==> config.mk <==
export PLATFORM = sky130hd
export DESIGN_NAME = ysyx_25030093_mem_arbiter_flat
export DESIGN_NICKNAME = d
export VERILOG_FILES = /design/src/rtl/ysyx_25030093_mem_arbiter_if.sv /design/src/rtl/ysyx_25030093_mem_arbiter.sv /design/src/flat_wrapper.sv
export SDC_FILE = /design/constraint.sdc
export NUM_CORES = 1
export LEC_CHECK = 0
export ABC_CLOCK_PERIOD_IN_PS = 3900
export BUFFER_PORTS_ARGS = -buffer_cell sky130_fd_sc_hd__buf_2
export CORE_MARGIN = 4
export CORE_UTILIZATION = 48
export CTS_CLUSTER_DIAMETER = 120
export CTS_CLUSTER_SIZE = 28
export DETAILED_ROUTE_END_ITERATION = 7
export PLACE_DENSITY = 0.95
export SETUP_SLACK_MARGIN = 0.02
export SYNTH_ARGS = -nofsm -noshare
export SYNTH_HDL_FRONTEND = slang
export SYNTH_SLANG_ARGS = --single-unit
==> constraint.sdc <==
create_clock -name clock -period 3.9 [get_ports clock]
set_input_delay 0.39 -clock clock [delete_from_list [all_inputs] [get_ports clock]]
set_output_delay 0.39 -clock clock [all_outputs]
set_load 0.01 [all_outputs]
==> src/rtl/ysyx_25030093_mem_arbiter_if.sv <==
// Bus bundle between the two requesters (IFU = m0, LSU = m1), the arbiter
// and the shared memory port. The arbiter sits on the "slave" modport (it is
// the slave of both CPU masters); the surrounding system/bench uses "master".
interface ysyx_25030093_mem_arbiter_if;
  logic        m0_req_valid;
  logic        m0_req_ready;
  logic [31:0] m0_req_addr;
  logic        m0_resp_valid;
  logic        m0_resp_ready;
  logic [31:0] m0_resp_rdata;
  logic        m0_resp_err;

  logic        m1_req_valid;
  logic        m1_req_ready;
  logic [31:0] m1_req_addr;
  logic [31:0] m1_req_wdata;
  logic        m1_req_wen;
  logic [3:0]  m1_req_wmask;
  logic        m1_resp_valid;
  logic        m1_resp_ready;
  logic [31:0] m1_resp_rdata;
  logic        m1_resp_err;

  logic        s_req_valid;
  logic        s_req_ready;
  logic [31:0] s_req_addr;
  logic [31:0] s_req_wdata;
  logic        s_req_wen;
  logic [3:0]  s_req_wmask;
  logic        s_resp_valid;
  logic        s_resp_ready;
  logic [31:0] s_resp_rdata;

  modport slave (
    input  m0_req_valid, m0_req_addr, m0_resp_ready,
    input  m1_req_valid, m1_req_addr, m1_req_wdata, m1_req_wen, m1_req_wmask, m1_resp_ready,
    input  s_req_ready, s_resp_valid, s_resp_rdata,
    output m0_req_ready, m0_resp_valid, m0_resp_rdata, m0_resp_err,
    output m1_req_ready, m1_resp_valid, m1_resp_rdata, m1_resp_err,
    output s_req_valid, s_req_addr, s_req_wdata, s_req_wen, s_req_wmask, s_resp_ready
  );

  modport master (
    output m0_req_valid, m0_req_addr, m0_resp_ready,
    output m1_req_valid, m1_req_addr, m1_req_wdata, m1_req_wen, m1_req_wmask, m1_resp_ready,
    output s_req_ready, s_resp_valid, s_resp_rdata,
    input  m0_req_ready, m0_resp_valid, m0_resp_rdata, m0_resp_err,
    input  m1_req_ready, m1_resp_valid, m1_resp_rdata, m1_resp_err,
    input  s_req_valid, s_req_addr, s_req_wdata, s_req_wen, s_req_wmask, s_resp_ready
  );
endinterface

==> src/rtl/ysyx_25030093_mem_arbiter.sv <==
// Two-master / one-slave memory arbiter. One transaction in flight, round-robin
// on ties, grant held through request and response phases, and a silent slave
// is turned into an error response after TIMEOUT cycles in WAIT_RESP.
module ysyx_25030093_mem_arbiter #(
  parameter int TIMEOUT = 255
) (
  input  logic                        clock,
  input  logic                        reset,
  ysyx_25030093_mem_arbiter_if.slave  bus,
  output logic                        stray_resp
);
  // Counter must hold TIMEOUT-1; never narrower than 8 bits.
  localparam int CW_RAW = $clog2(TIMEOUT);
  localparam int CW     = (CW_RAW > 8) ? CW_RAW : 8;
  localparam logic [CW-1:0] CNT_LAST = CW'(TIMEOUT - 1);

  typedef enum logic [1:0] {IDLE, REQ, WAIT_RESP, RESP} state_t;

  state_t        r_state;
  state_t        w_state_next;
  logic          r_owner;
  logic          r_last;
  logic [31:0]   r_addr;
  logic [31:0]   r_wdata;
  logic          r_wen;
  logic [3:0]    r_wmask;
  logic [31:0]   r_rdata;
  logic          r_err;
  logic [CW-1:0] r_cnt;
  logic          r_stray;

  logic w_winner;
  logic w_grant0;
  logic w_grant1;
  logic w_owner_ready;

  // Arbitration, next-state and handshake outputs. Every valid/ready is
  // qualified with reset so nothing handshakes while reset is held low.
  always_comb begin
    w_state_next      = r_state;
    w_winner          = 1'b0;
    w_grant0          = 1'b0;
    w_grant1          = 1'b0;
    w_owner_ready     = r_owner ? bus.m1_resp_ready : bus.m0_resp_ready;
    bus.m0_req_ready  = 1'b0;
    bus.m1_req_ready  = 1'b0;
    bus.s_req_valid   = 1'b0;
    bus.m0_resp_valid = 1'b0;
    bus.m1_resp_valid = 1'b0;
    bus.s_resp_ready  = reset;

    if (bus.m0_req_valid && bus.m1_req_valid) begin
      w_winner = ~r_last;
    end else begin
      w_winner = bus.m1_req_valid;
    end

    case (r_state)
      IDLE: begin
        w_grant0 = reset && !w_winner && bus.m0_req_valid;
        w_grant1 = reset &&  w_winner && bus.m1_req_valid;
        bus.m0_req_ready = w_grant0;
        bus.m1_req_ready = w_grant1;
        if (w_grant0 || w_grant1) w_state_next = REQ;
      end
      REQ: begin
        bus.s_req_valid = reset;
        if (bus.s_req_ready) w_state_next = WAIT_RESP;
      end
      WAIT_RESP: begin
        if (bus.s_resp_valid || (r_cnt == CNT_LAST)) w_state_next = RESP;
      end
      RESP: begin
        bus.m0_resp_valid = reset && !r_owner;
        bus.m1_resp_valid = reset &&  r_owner;
        if (w_owner_ready) w_state_next = IDLE;
      end
      default: w_state_next = IDLE;
    endcase
  end

  // FSM state register.
  always_ff @(posedge clock or negedge reset) begin
    if (!reset) r_state <= IDLE;
    else        r_state <= w_state_next;
  end

  // Latch owner and payload on the accept handshake; IFU requests are reads.
  always_ff @(posedge clock or negedge reset) begin
    if (!reset) begin
      r_owner <= 1'b0;
      r_addr  <= 32'h0;
      r_wdata <= 32'h0;
      r_wen   <= 1'b0;
      r_wmask <= 4'h0;
    end else if (w_grant1) begin
      r_owner <= 1'b1;
      r_addr  <= bus.m1_req_addr;
      r_wdata <= bus.m1_req_wdata;
      r_wen   <= bus.m1_req_wen;
      r_wmask <= bus.m1_req_wmask;
    end else if (w_grant0) begin
      r_owner <= 1'b0;
      r_addr  <= bus.m0_req_addr;
      r_wdata <= 32'h0;
      r_wen   <= 1'b0;
      r_wmask <= 4'h0;
    end
  end

  // Capture the slave response, or synthesize an error on timeout; a real
  // response wins over a timeout landing in the same cycle.
  always_ff @(posedge clock or negedge reset) begin
    if (!reset) begin
      r_rdata <= 32'h0;
      r_err   <= 1'b0;
    end else if (r_state == WAIT_RESP) begin
      if (bus.s_resp_valid) begin
        r_rdata <= bus.s_resp_rdata;
        r_err   <= 1'b0;
      end else if (r_cnt == CNT_LAST) begin
        r_rdata <= 32'h0;
        r_err   <= 1'b1;
      end
    end
  end

  // Remember who was served last so ties alternate; IFU wins the first tie.
  always_ff @(posedge clock or negedge reset) begin
    if (!reset)                                r_last <= 1'b1;
    else if (r_state == RESP && w_owner_ready) r_last <= r_owner;
  end

  // Timeout counter: cleared when the slave takes the request, counts in WAIT_RESP.
  always_ff @(posedge clock or negedge reset) begin
    if (!reset)                                   r_cnt <= '0;
    else if (r_state == REQ && bus.s_req_ready)   r_cnt <= '0;
    else if (r_state == WAIT_RESP)                r_cnt <= r_cnt + 1'b1;
  end

  // Sticky flag for slave responses arriving when none is expected.
  always_ff @(posedge clock or negedge reset) begin
    if (!reset)                                        r_stray <= 1'b0;
    else if (bus.s_resp_valid && r_state != WAIT_RESP) r_stray <= 1'b1;
  end

  assign bus.s_req_addr    = r_addr;
  assign bus.s_req_wdata   = r_wdata;
  assign bus.s_req_wen     = r_wen;
  assign bus.s_req_wmask   = r_wmask;
  assign bus.m0_resp_rdata = r_rdata;
  assign bus.m0_resp_err   = r_err;
  assign bus.m1_resp_rdata = r_rdata;
  assign bus.m1_resp_err   = r_err;
  assign stray_resp        = r_stray;
endmodule

==> src/flat_wrapper.sv <==
// flat-port wrapper written by rule: the top's interface ports become plain ports
module ysyx_25030093_mem_arbiter_flat 
#(
  parameter int TIMEOUT = 255
)
  (clock, reset, stray_resp, bus_m0_req_valid, bus_m0_req_addr, bus_m0_resp_ready, bus_m1_req_valid, bus_m1_req_addr, bus_m1_req_wdata, bus_m1_req_wen, bus_m1_req_wmask, bus_m1_resp_ready, bus_s_req_ready, bus_s_resp_valid, bus_s_resp_rdata, bus_m0_req_ready, bus_m0_resp_valid, bus_m0_resp_rdata, bus_m0_resp_err, bus_m1_req_ready, bus_m1_resp_valid, bus_m1_resp_rdata, bus_m1_resp_err, bus_s_req_valid, bus_s_req_addr, bus_s_req_wdata, bus_s_req_wen, bus_s_req_wmask, bus_s_resp_ready);
  ysyx_25030093_mem_arbiter_if bus_i ();
  input  logic clock;
  input  logic reset;
  output logic stray_resp;
  input wire logic [$bits(bus_i.m0_req_valid)-1:0] bus_m0_req_valid;
  input wire logic [$bits(bus_i.m0_req_addr)-1:0] bus_m0_req_addr;
  input wire logic [$bits(bus_i.m0_resp_ready)-1:0] bus_m0_resp_ready;
  input wire logic [$bits(bus_i.m1_req_valid)-1:0] bus_m1_req_valid;
  input wire logic [$bits(bus_i.m1_req_addr)-1:0] bus_m1_req_addr;
  input wire logic [$bits(bus_i.m1_req_wdata)-1:0] bus_m1_req_wdata;
  input wire logic [$bits(bus_i.m1_req_wen)-1:0] bus_m1_req_wen;
  input wire logic [$bits(bus_i.m1_req_wmask)-1:0] bus_m1_req_wmask;
  input wire logic [$bits(bus_i.m1_resp_ready)-1:0] bus_m1_resp_ready;
  input wire logic [$bits(bus_i.s_req_ready)-1:0] bus_s_req_ready;
  input wire logic [$bits(bus_i.s_resp_valid)-1:0] bus_s_resp_valid;
  input wire logic [$bits(bus_i.s_resp_rdata)-1:0] bus_s_resp_rdata;
  output wire logic [$bits(bus_i.m0_req_ready)-1:0] bus_m0_req_ready;
  output wire logic [$bits(bus_i.m0_resp_valid)-1:0] bus_m0_resp_valid;
  output wire logic [$bits(bus_i.m0_resp_rdata)-1:0] bus_m0_resp_rdata;
  output wire logic [$bits(bus_i.m0_resp_err)-1:0] bus_m0_resp_err;
  output wire logic [$bits(bus_i.m1_req_ready)-1:0] bus_m1_req_ready;
  output wire logic [$bits(bus_i.m1_resp_valid)-1:0] bus_m1_resp_valid;
  output wire logic [$bits(bus_i.m1_resp_rdata)-1:0] bus_m1_resp_rdata;
  output wire logic [$bits(bus_i.m1_resp_err)-1:0] bus_m1_resp_err;
  output wire logic [$bits(bus_i.s_req_valid)-1:0] bus_s_req_valid;
  output wire logic [$bits(bus_i.s_req_addr)-1:0] bus_s_req_addr;
  output wire logic [$bits(bus_i.s_req_wdata)-1:0] bus_s_req_wdata;
  output wire logic [$bits(bus_i.s_req_wen)-1:0] bus_s_req_wen;
  output wire logic [$bits(bus_i.s_req_wmask)-1:0] bus_s_req_wmask;
  output wire logic [$bits(bus_i.s_resp_ready)-1:0] bus_s_resp_ready;
  assign bus_i.m0_req_valid = bus_m0_req_valid;
  assign bus_i.m0_req_addr = bus_m0_req_addr;
  assign bus_i.m0_resp_ready = bus_m0_resp_ready;
  assign bus_i.m1_req_valid = bus_m1_req_valid;
  assign bus_i.m1_req_addr = bus_m1_req_addr;
  assign bus_i.m1_req_wdata = bus_m1_req_wdata;
  assign bus_i.m1_req_wen = bus_m1_req_wen;
  assign bus_i.m1_req_wmask = bus_m1_req_wmask;
  assign bus_i.m1_resp_ready = bus_m1_resp_ready;
  assign bus_i.s_req_ready = bus_s_req_ready;
  assign bus_i.s_resp_valid = bus_s_resp_valid;
  assign bus_i.s_resp_rdata = bus_s_resp_rdata;
  assign bus_m0_req_ready = bus_i.m0_req_ready;
  assign bus_m0_resp_valid = bus_i.m0_resp_valid;
  assign bus_m0_resp_rdata = bus_i.m0_resp_rdata;
  assign bus_m0_resp_err = bus_i.m0_resp_err;
  assign bus_m1_req_ready = bus_i.m1_req_ready;
  assign bus_m1_resp_valid = bus_i.m1_resp_valid;
  assign bus_m1_resp_rdata = bus_i.m1_resp_rdata;
  assign bus_m1_resp_err = bus_i.m1_resp_err;
  assign bus_s_req_valid = bus_i.s_req_valid;
  assign bus_s_req_addr = bus_i.s_req_addr;
  assign bus_s_req_wdata = bus_i.s_req_wdata;
  assign bus_s_req_wen = bus_i.s_req_wen;
  assign bus_s_req_wmask = bus_i.s_req_wmask;
  assign bus_s_resp_ready = bus_i.s_resp_ready;
  ysyx_25030093_mem_arbiter #(.TIMEOUT(TIMEOUT)) u_core (.clock(clock), .reset(reset), .bus(bus_i), .stray_resp(stray_resp));
endmodule
==> impl_metrics.toml, run 1 <==
[yosys]
synth_top_family_by_area = "compound AO/OA/AOI/OAI gates"
synth_area_leaders = "dfrtp_1 (57%), a22o_1 (12%), buf_4 (5.1%)"
netlist_area_sq_mm = 0.004980
synth_xor_xnor_area_share_pct = 0.8794
ys_ff_latch = 115
ys_warn_count = 0
syn-num-nets = 585
synth_fa_ha_area_share_pct = 1.759
synth_compound_area_share_pct = 18.22
syn_avg_cell_area_sq_um = 11.40
yosysMostFrequentCell = "dfrtp_1"
synth-edff-count = 0
synth_seq_area_share_pct = 57.81
netlist_top_cells_count = "dfrtp_1 (114), a22o_1 (69), nand2_1 (56)"
synthSimpleGateAreaFrac_pct = 11.18
synth.area.mux_share_pct = 0.4271
synth.top_cell.area_share_pct = 57.29
yosysTopAreaCell = "dfrtp_1"
ys_types = 38
synthCells = 437
async_reset_ff_share_pct = 100.0
synth_ff_type = "dfrtp_1"

[min_path]
hold_start = "bus_s_resp_rdata[14]"
min_path_cells = 2
worstHoldPathType = "primary input to register"
whs_endpoint = "u_core.bus.m0_resp_rdata[14]$_DFFE_PN0P_"

[die]
initial_core_util_pct = 50.03
io_pins = 283
die_area_sq_mm = 0.01207
die_w_um = 109.9
dieHeight_um = 109.9
num_rows = 36
core_sq_mm = 0.009955

[setup_path]
crit_cells = 5
required_ns = 3.51
path_max_fanout = 34
cp_top_family = "buffers and inverters"
cp_slowest_cell = "nand4_4"
reg2reg_depth = 6
cp-start-kind = "register"
crit_type = "register to output pin"
crit_chain = "inv_1 > ha_1 > nand4_4 > inv_4 > buf_2"
reg2reg_setup_slack_ns = 1.58
rr_endpoint = "u_core.bus.s_req_wen$_DFFE_PN0P_"
arrival_ns = 2.47
r2r_start = "u_core.r_state[0]$_DFFE_PN0P_"
endpoint_kind = "output pin"
crit_buf_inv = 3
slowest_delay_ns = 0.46

[routing]
avgRoutedWirePerCell_um = 17.56
drc_errors = 0
vias_per_cell = 5.312
num_vias = 4393
ant_nets = 0
first_pass_iters = 4
first_iter_violations = 213
routed_wl_mm = 14.52

[timing]
fmax_mhz = 349.7
maxSlewHeadroom_pct = 20.04
finalSetupViolCount = 0
fin_crit_sh_pct = 73.31
worst_slack_ns = 1.041
slew_viol_final = 0
rsz0062_at_grt = "no"
worst_pin_slew_ns = 1.199
finalCriticalPeriod_ns = 2.859
fin_skew_ns = 0.007637
setup_tns_ns = 0
whs_ns = 0.09821
hold_viol = 0

[place]
dp_slack_ns = 1.572
hpwl_mm = 10.79
io_buffers = 282
place.gp.congestion = 0.7584

[power]
power.internal_w = 0.003505
comb_power_share_pct = 37.0
power_leakage_nw = 3.637
p_per_area_mw_per_mm2 = 830.4
p_sw_share_pct = 36.86
ir_worst_vdd_uv = 413.7
power_w = 0.005551
pwr-share-seq_pct = 37.5
clockPowerShare_pct = 25.5
power_switching_w = 0.002046

[cells_and_area]
multiInputGateArea_sq_mm = 0.001617
fillCellCount = 754
syn2layout_area_growth_pct = 34.25
register_area_sq_mm = 0.002879
fin_nets = 828
drive_gt1_share_pct = 47.19

[cts]
clk_path_buf_depth = 2
clock_latency_ns = 0.51
htree_levels = 4
clock-sinks = 115
numCtsBuffers = 17
tritoncts = "done"
cts_resized = 0
path_clk_slew_ns = 0.06
post_cts_buffers = 0
hold_buffers = 1
ctsRootBufferMaster = "clkbuf_8"

[global_route]
grtUsageMet3_pct = 5.637
grtUsageMet1_pct = 27.46
grt_pass1_wl_mm = 21.88
top_usage_layer = "met2"
antenna_found_initial = 1
overflow = 0
grt_start_max_net_pins = 60
grt_util_all_layers_pct = 23.67
grt_pass1_vias = 4380
globalRouteMet2Util_pct = 41.03

[status]
outcome = "finished clean"

[run]
drv_cap = 0
==> metal layers <==
layer	vias up	share of wire [%]
li1	2004	-
met1	2112	37
met2	242	52
met3	35	8.1
met4	0	2.8
met5	-	0
==> how the worst max path moves through the flow <==
stage | start | endpoint | slack, ns
finish | u_core.r_state[0]$_DFFE_PN0P_ | bus_m0_req_ready | 1.04
global placement | u_core.r_state[0]$_DFFE_PN0P_ | bus_m0_req_ready | 1.69
detailed placement | u_core.r_state[0]$_DFFE_PN0P_ | bus_m0_req_ready | 1.57
global route | u_core.r_state[0]$_DFFE_PN0P_ | bus_m0_req_ready | 0.86
CTS | u_core.r_state[0]$_DFFE_PN0P_ | bus_m0_req_ready | 1.03
floorplan | u_core.r_state[0]$_DFFE_PN0P_ | bus_m1_req_ready | 2.28
==> through the flow <==
stage / utilization (%) / cells / cell area (sq um)
after floorplan: - / 437 / 4980
after global placement: 61.51 / 793 / 6123
after detailed placement: 61.51 / 793 / 6123
after CTS: 67.13 / 826 / 6683
after global routing: 67.16 / 827 / 6685
final: 67.16 / 827 / 6685
==> power by group through the flow <==
| stage | Clock (W) | Combinational [W] | Sequential (W) |
|---|---|---|---|
| 2_1_floorplan | 0 | 0.00116 | 0.00225 |
| 3_3_place_gp | 0 | 0.00199 | 0.00204 |
| 3_5_place_dp | 0 | 0.00207 | 0.00208 |
| 4_1_cts | 0.00144 | 0.00208 | 0.00208 |
| 5_1_grt | 0.00150 | 0.00225 | 0.00214 |
| 6_report | 0.00142 | 0.00205 | 0.00208 |
==> state kept, by name (all words and copies together), names as in the netlist, 2 cells and up <==
name	cells
u_core.bus.s_req_wdata	32
u_core.r_state	2
u_core.bus.s_req_addr	32
u_core.r_cnt	8
u_core.bus.s_req_wmask	4
u_core.bus.m0_resp_rdata	32
==> cell families (layout without fill, tap and decap cells) <==
kind of cell             after synthesis  after routing
buffers and inverters                 68            324
flip-flops                           115            115
AND/OR/NAND/NOR                      125            125
multiplexers                           2              2
XOR/XNOR                               5              5
adder cells (fa/ha/maj)                7              7
other                                  0              1
AO/OA/AOI/OAI                        115            115
==> placed cells by master, fill, tap and decap left out, types with 2 or more instances in the layout <==
master,instances
buf_4,4
xor2_1,3
a22o_1,69
nand2_1,56
nor2_1,51
inv_1,4
clkinv_4,5
buf_2,281
o22ai_1,9
nand4_2,2
inv_6,3
dfrtp_1,114
xnor2_1,2
clkinvlp_4,2
clkinv_2,4
clkbuf_16,16
a21oi_1,6
nand4_1,2
nand3_1,2
and2_1,3
nand2b_1,2
or3_1,2
o21ai_0,3
ha_1,7
a31oi_1,23
==> final cells by class <==
cell class                 instances  area share [%]
antenna                            1         0.03743
clock buffer                      17           6.195
clock inverter                    15           2.021
inverter                           6          0.3743
multi-input combinational        254           24.18
sequential                       115           43.07
tap                              133           2.489
timing repair buffer             286           21.64
Note: power is estimated with default switching activity, not from simulation.
==> inputs of run 2 (changes only) <==
--- a/config.mk
+++ b/config.mk
@@ -5,14 +5,14 @@
 export SDC_FILE = /design/constraint.sdc
 export NUM_CORES = 1
 export LEC_CHECK = 0
-export ABC_CLOCK_PERIOD_IN_PS = 3900
+export ABC_CLOCK_PERIOD_IN_PS = 2640
 export BUFFER_PORTS_ARGS = -buffer_cell sky130_fd_sc_hd__buf_2
 export CORE_MARGIN = 4
-export CORE_UTILIZATION = 48
+export CORE_UTILIZATION = 44
 export CTS_CLUSTER_DIAMETER = 120
 export CTS_CLUSTER_SIZE = 28
 export DETAILED_ROUTE_END_ITERATION = 7
-export PLACE_DENSITY = 0.95
+export PLACE_DENSITY = 0.92
 export SETUP_SLACK_MARGIN = 0.02
 export SYNTH_ARGS = -nofsm -noshare
 export SYNTH_HDL_FRONTEND = slang
==> constraint.sdc (replaced) <==
create_clock -name clock -period 2.64 [get_ports clock]
set_input_delay 0.264 -clock clock [delete_from_list [all_inputs] [get_ports clock]]
set_output_delay 0.264 -clock clock [all_outputs]
set_load 0.01 [all_outputs]
==> run 2 against run 1 <==
  * Clock-buffer cell count up 1
  * Cell area is 1.1% higher
  * Worst hold slack worse by 0.017 ns
  * Cell count up 1.1%
  * Register-to-register slack lost 0.79 ns
  * Wire length fell by 2.4%
  * Non-clock buffer count increased by 3
  * Power grew 50%
  * Utilization decreased by 5.4 points
  * Sequential share of layout area is 0.45 points lower
  * Worst setup slack worse by 0.78 ns
  * Critical endpoint is now bus_m1_req_ready
==> impl_metrics.toml, run 2 (synthesized netlist as in run 1, its figures left out) <==
[status]
outcome = "finished clean"

[routing]
first_pass_iters = 4
avgRoutedWirePerCell_um = 16.94
drc_errors = 0
first_iter_violations = 326
num_vias = 4230
ant_nets = 0
vias_per_cell = 5.060
routed_wl_mm = 14.17

[power]
power_switching_w = 0.002976
power.internal_w = 0.005360
power_leakage_nw = 3.674
pwr-share-seq_pct = 36.5
p_sw_share_pct = 35.70
p_per_area_mw_per_mm2 = 1234
clockPowerShare_pct = 27.0
comb_power_share_pct = 36.4
ir_worst_vdd_uv = 861.7

[die]
die_w_um = 114.4
initial_core_util_pct = 45.54
num_rows = 38
core_sq_mm = 0.01094
io_pins = 283
die_area_sq_mm = 0.01308
dieHeight_um = 114.4

[cts]
numCtsBuffers = 17
ctsRootBufferMaster = "clkbuf_16"
cts_resized = 0
clock-sinks = 115
htree_levels = 4
clock_latency_ns = 0.40
tritoncts = "done"
path_clk_slew_ns = 0.06
clk_path_buf_depth = 2

[timing]
maxSlewHeadroom_pct = 51.60
slew_viol_final = 0
finalCriticalPeriod_ns = 2.382
fmax_mhz = 419.9
fin_skew_ns = 0.01055
rsz0062_at_grt = "no"
finalSetupViolCount = 0
setup_tns_ns = 0
hold_viol = 0
worst_pin_slew_ns = 0.7260
fin_crit_sh_pct = 90.21

[place]
dpl_cell_area_sq_mm = 0.006155
hpwl_mm = 10.55
io_buffers = 282
place.gp.congestion = 0.8235

[setup_path]
arrival_ns = 2.12
endpoint_kind = "output pin"
required_ns = 2.38
crit_type = "register to output pin"
path_max_fanout = 38
cp-start-kind = "register"

[cells_and_area]
drive_gt1_share_pct = 47.41
antenna_cells = 0
mostFrequentLayoutCells = "buf_2 (281), dfrtp_1 (114), a22o_1 (69), nand2_1 (56), nor2_1 (51)"
multiInputGateArea_sq_mm = 0.001617
layout_commonest_cell = "buf_2"
fin_nets = 831
finalInstanceArea_sq_mm = 0.006756
fillCellCount = 903
syn2layout_area_growth_pct = 35.68
register_area_sq_mm = 0.002879

[global_route]
grt_start_max_net_pins = 60
overflow = 0
grt_util_all_layers_pct = 21.44
grt_pass1_wl_mm = 21.82
antenna_found_initial = 0
grt_pass1_vias = 4268

[run]
drv_cap = 0

[min_path]
worstHoldPathType = "primary input to register"
run 2: changes by cell type in the layout (fill, tap and decap cells not counted):
cell,delta
clkinv_2,-1
diode_2,-1
bufinv_16,+1
buf_4,+3
clkbuf_16,+1
clkinvlp_4,-1
run 2: final timing paths:
kind	startpoint	to	slack [ns]	cells past startpoint
worst min-delay path	bus_s_resp_rdata[4]	u_core.bus.m0_resp_rdata[4]$_DFFE_PN0P_	0.08	2
max in group asynchronous	reset	u_core.bus.m0_resp_rdata[28]$_DFFE_PN0P_	1.40	3
worst max register to register	u_core.r_state[0]$_DFFE_PN0P_	u_core.bus.s_req_wdata[20]$_DFFE_PN0P_	0.79	6
worst max-delay path	u_core.r_state[0]$_DFFE_PN0P_	bus_m1_req_ready	0.26	6
worst min register to register	u_core.stray_resp$_DFFE_PN0P_	u_core.stray_resp$_DFFE_PN0P_	0.45	1
min in group asynchronous	reset	u_core.r_state[0]$_DFFE_PN0P_	0.25	2
run 2: worst max-delay path: stages, from the launching register on:
cell and delay [ns]:
dfrtp_1 0.41, inv_1 0.12, ha_1 0.30, nand4_2 0.16, inv_2 0.13, buf_4 0.37, buf_2 0.21
run 2: repair_timing:
item                                   CTS  global route
setup buffers                            0             0
endpoints found under the hold margin    7             0
hold buffers                             1             0
run 2: final cells by class:
cell class | count | area share, %
clock buffer | 18 | 6.500
inverter | 6 | 0.3704
clock inverter | 14 | 2.259
timing repair buffer | 289 | 21.74
sequential | 115 | 42.61
tap | 140 | 2.593
multi-input combinational | 254 | 23.93
run 2: metrics by stage:
step	hold slack, ns	power [W]	worst slack [ns]	utilization [%]	std cells
finish	0.08161	0.008336	0.2584	61.78	836
global route	0.06739	0.008849	0.1475	61.78	836
CTS	0.06312	0.008432	0.2288	61.78	836
detailed placement	0.1274	0.006137	0.6945	56.28	803
global placement	0.1234	0.006000	0.7222	56.28	803
floorplan	-0.03159	0.005039	1.087	-	437
run 2: per-layer routing:
layer | track usage (%) | part of all wire, % | vias up
met4 | 7.363 | 1.3 | 0
met5 | 0 | 0 | -
met2 | 37.60 | 53 | 194
met1 | 25.17 | 38 | 2021
li1 | - | - | 2001
met3 | 6.025 | 7.9 | 14
run 2: power groups by stage:
stage | clock network (W) | logic [W] | registers, W
after detailed placement | 0 | 0.00308 | 0.00305
after CTS | 0.00229 | 0.00310 | 0.00305
after floorplan | 0 | 0.00171 | 0.00333
after global routing | 0.00238 | 0.00332 | 0.00314
final | 0.00225 | 0.00304 | 0.00304
after global placement | 0 | 0.00297 | 0.00303
